--- config.mk ---
export PLATFORM = sky130hd
export DESIGN_NAME = gf_mult_seq
export DESIGN_NICKNAME = d
export VERILOG_FILES = /design/src/rtl/gf_mult_seq.sv
export SDC_FILE = /design/constraint.sdc
export NUM_CORES = 1
export LEC_CHECK = 0
export BUFFER_PORTS_ARGS = -buffer_cell sky130_fd_sc_hd__buf_2
export CAP_MARGIN = 20
export CORE_MARGIN = 2
export CORE_UTILIZATION = 40
export DETAILED_ROUTE_END_ITERATION = 16
export PLACE_DENSITY = 0.64
export RECOVER_POWER = 50
export SLEW_MARGIN = 20
export SYNTH_ARGS = -nofsm -noshare
export SYNTH_HDL_FRONTEND = slang
export SYNTH_SLANG_ARGS = --single-unit
--- constraint.sdc ---
create_clock -name clock -period 4.3 [get_ports clock]
set_input_delay 0.645 -clock clock [delete_from_list [all_inputs] [get_ports clock]]
set_output_delay 0.645 -clock clock [all_outputs]
set_load 0.05 [all_outputs]
--- src/rtl/gf_mult_seq.sv ---
// Iterative GF(2^WIDTH) multiplier (MSB-first Horner) with optional XOR-accumulate.
// Valid/ready on both sides, one operation in flight.
module gf_mult_seq #(
  parameter int unsigned     WIDTH          = 8,
  parameter logic [WIDTH-1:0] POLY          = 8'h1B,
  parameter int unsigned     BITS_PER_CYCLE = 1
) (
  input  logic             clock,
  input  logic             reset,
  input  logic             in_valid,
  output logic             in_ready,
  input  logic [WIDTH-1:0] in_a,
  input  logic [WIDTH-1:0] in_b,
  input  logic [WIDTH-1:0] in_c,
  input  logic             in_mac,
  output logic             out_valid,
  input  logic             out_ready,
  output logic [WIDTH-1:0] out_product
);

  if (BITS_PER_CYCLE == 0 || WIDTH < 2 || (WIDTH % BITS_PER_CYCLE) != 0) begin : g_bad_cfg
    $error("gf_mult_seq: WIDTH must be >= 2 and a multiple of BITS_PER_CYCLE");
  end

  localparam int unsigned ITER = WIDTH / BITS_PER_CYCLE;
  localparam int unsigned CW   = $clog2(ITER + 1);

  typedef enum logic [1:0] {IDLE, BUSY, DONE} state_t;

  state_t           state_q, state_d;
  logic [WIDTH-1:0] a_q, a_d, b_q, b_d, c_q, c_d, acc_q, acc_d, prod_q, prod_d;
  logic [WIDTH-1:0] acc_step, b_step;
  logic             mac_q, mac_d, valid_q, valid_d;
  logic [CW-1:0]    count_q, count_d;

  function automatic logic [WIDTH-1:0] xtime(input logic [WIDTH-1:0] x);
    return {x[WIDTH-2:0], 1'b0} ^ (x[WIDTH-1] ? POLY : '0);
  endfunction

  always_comb begin
    // Consume BITS_PER_CYCLE multiplier bits, most significant first.
    acc_step = acc_q;
    b_step   = b_q;
    for (int unsigned i = 0; i < BITS_PER_CYCLE; i++) begin
      acc_step = xtime(acc_step) ^ (b_step[WIDTH-1] ? a_q : '0);
      b_step   = {b_step[WIDTH-2:0], 1'b0};
    end
  end

  always_comb begin
    state_d = state_q;
    a_d     = a_q;
    b_d     = b_q;
    c_d     = c_q;
    mac_d   = mac_q;
    acc_d   = acc_q;
    count_d = count_q;
    prod_d  = prod_q;
    valid_d = valid_q;
    case (state_q)
      IDLE: begin
        if (in_valid) begin
          a_d     = in_a;
          b_d     = in_b;
          c_d     = in_c;
          mac_d   = in_mac;
          acc_d   = '0;
          count_d = CW'(ITER);
          state_d = BUSY;
        end
      end
      BUSY: begin
        acc_d   = acc_step;
        b_d     = b_step;
        count_d = count_q - CW'(1);
        if (count_q == CW'(1)) begin
          prod_d  = acc_step ^ (mac_q ? c_q : '0);
          valid_d = 1'b1;
          state_d = DONE;
        end
      end
      DONE: begin
        if (out_ready) begin
          valid_d = 1'b0;
          state_d = IDLE;
        end
      end
      default: state_d = IDLE;
    endcase
  end

  always_ff @(posedge clock) begin
    if (reset) begin
      state_q <= IDLE;
      a_q     <= '0;
      b_q     <= '0;
      c_q     <= '0;
      mac_q   <= 1'b0;
      acc_q   <= '0;
      count_q <= '0;
      prod_q  <= '0;
      valid_q <= 1'b0;
    end else begin
      state_q <= state_d;
      a_q     <= a_d;
      b_q     <= b_d;
      c_q     <= c_d;
      mac_q   <= mac_d;
      acc_q   <= acc_d;
      count_q <= count_d;
      prod_q  <= prod_d;
      valid_q <= valid_d;
    end
  end

  assign in_ready    = (state_q == IDLE);
  assign out_valid   = valid_q;
  assign out_product = prod_q;

endmodule
==> impl_results.md <==
* Worst setup EP type: register
* Htree depth at 2
* Drt drc at 0
* First-pass GRT wire length at 7093 microns
* IO Pins at 39
* Setup Fix Bufs, Post-CTS at 0
* Die H at ~76 microns
* Fmax at 415.3 MHz
* Die X at 76.17 microns
* Fin. max-slew vios at 50
* Routed Antenna Nets at 0
* Final hold slack at around 460 ps
* 1st-pass router iterations at 4
* Flops & latches, synth at 48
* Largest net degree at the start of global routing at 50
* Commonest non-fill, non-tap cell in the layout: nand2_1
* Worst hold path class: register to register
* Critical path startpoint category: primary input
* Initial antenna violation count at 0
* Final hold viol count at 0
* Synthesized area at 2083 sq um
* Hold_buf cts at 0
* Yosys top cell area share at between 40% and 50%
* CTS Root Cell: clkbuf_8
* Vias at 1710
* RePlAce Congestion at 0.7192
* Placed cell count at 342
* Final clock skew at 6.448 ps
* Clock transition at path regs at 90 ps
* CTS buffer count at 5
* Cells after Synth at 251
* Share of layout cells above drive strength 1 at 18.86%
* Status: finished, violations left
* Syn nets at between 200 and 300
* Part of the Yosys area used for sequential elements at 46.13%
* CTS tree: built
* Place WS at 1997 ps
* Antenna cells at 0
* CTS resizes at 0
* NumNets Final at a little over 300
* Worst setup path class: primary input to register
* Period minus WS final at between 2000 and 2500 ps
* P&R area growth vs syn at 13.87%
* Die area at 5801 sq um
* Total Wirelength at about 4100 microns
* Crit path required time at about 4500 ps
* Leading area contributor after synthesis: dfxtp_1
* Port-buffer cells at 38
* Clock latency on the worst-skew pair at around 300 ps
* Most frequent cells in the layout: nand2_1, dfxtp_1, buf_2
* Fin cells at about 350
* Synth Area per Inst at slightly above 8 sq um
* TNS Setup at 0 ps
* Final worst slack at 1892 ps
* P_leak at 0.0009040 uW
* Max-Cap Viols at 1
* Clock sinks at 48
* Fill cells at around 540
* Core area at 5075 sq um
* Synth warn at 0
* PwrDens at 384.0 nW/um^2
* CP max FO at 49
* Worst slew margin at -37.19%
* RSZ-0062 raised after global routing: false
* Post-DP HPWL at 2789 microns
* Number of global-route vias before repair at ~1600
* Vias per inst at 4.872
* 1st-iter DRT viols at 99
* Total global routing overflow at 0
* Violated checks: capacitance limit, slew limit
* Power after layout at 911.1 uW
* Gr usage total at 14.81%
* Final worst-path cycle share at 56.00%
* Count of cell types in the netlist at 36
* Worst Path Arrival at 2600 ps
* Max clock buf depth at 2
* Worst vdd ir at 166.8 uV
* Final setup fails at 0
* Synth area leaders: dfxtp_1, nand2_1, a21oi_1
* Drt wl/cell at approximately 12 microns
* Starting Density at 41.05%
* Num rows at 26
* Measured slew at the worst slew-check pin at 2058 ps
worst max-delay path, stage by stage:
cell      delay (ps)
clkbuf_1        1440
nand2b_2         400
o21ai_0          100
synthesized netlist by cell type:
cell type and instances:
and2_1 1, nor4b_2 1, o31ai_1 1, nand3_1 10, ha_1 2, o22a_1 1, nor2_1 10, or2_2 1
buf_1 1, xnor2_1 8, a211oi_1 3, buf_6 4, a21oi_1 36, nor2_2 1, a2111oi_0 1, nor2b_4 1
buf_2 4, and2_4 1, nor3b_1 1, nand2_2 1, nand3b_1 5, buf_4 3, nor4_1 1, a22oi_1 7
dfxtp_1 48, a31oi_1 1, nand2b_2 1, nor3_1 2, nand2_1 67, nand2b_1 1, inv_1 4, xor2_1 10
o21ai_0 5, or3_1 1, nor3b_4 1, clkbuf_1 5
through the flow:
| step | cell area, sq um | util (%) |
|---|---|---|
| 3_3_place_gp | 2251 | 44.35 |
| 4_1_cts | 2359 | 46.47 |
| 5_1_grt | 2372 | 46.75 |
| 3_5_place_dp | 2251 | 44.35 |
| 6_report | 2372 | 46.75 |
| 2_1_floorplan | 2083 | - |
cell type report:
class	instances	area, sq um	area share [%]
tap	70	87.58	3.692
multi-input combinational	182	997.2	42.04
clock buffer	6	72.57	3.059
sequential	48	960.9	40.51
clock inverter	2	35.03	1.477
timing repair buffer	39	203.9	8.597
inverter	4	15.01	0.6329
per-layer routing:
metal / global-route usage (%) / wire (microns)
met4: 5.455 / 61
met1: 18.74 / 1998
met5: 0 / 0
met3: 3.555 / 192
met2: 24.64 / 1882
flip-flops by register name, summed over array words and instances, names as in the netlist:
signal,flops
a_q,8
acc_q,8
b_q,8
c_q,8
out_product,8
count_q,4
state_q,2
mac_q,1
out_valid,1
worst paths after layout:
path	startpoint	to	slack [ps]	depth (start not counted)
max	reset	out_product[2]	1890	3
min	c_q[3]	c_q[3]	460	2
max reg2reg	state_q[0]	out_product[3]	2460	4
min reg2reg	c_q[3]	c_q[3]	460	2
report_power, final:
group          switching [uW]  internal [uW]  leakage [uW]
sequential               17.1            467      0.000392
combinational            66.7           41.1      0.000457
clock                     147            173     0.0000552
total                     231            680      0.000904
logic make-up (layout without fill, tap and decap cells):
kind of cell	count (synthesis)	in the layout	synth area share, %
AO/OA/AOI/OAI	55	55	14.96
XOR/XNOR	18	18	7.568
adder cells (fa/ha/maj)	2	2	1.201
buffers and inverters	21	51	6.006
flip-flops	48	48	46.13
AND/OR/NAND/NOR	107	107	24.15
No activity file was read; power rests on OpenSTA's default activity.
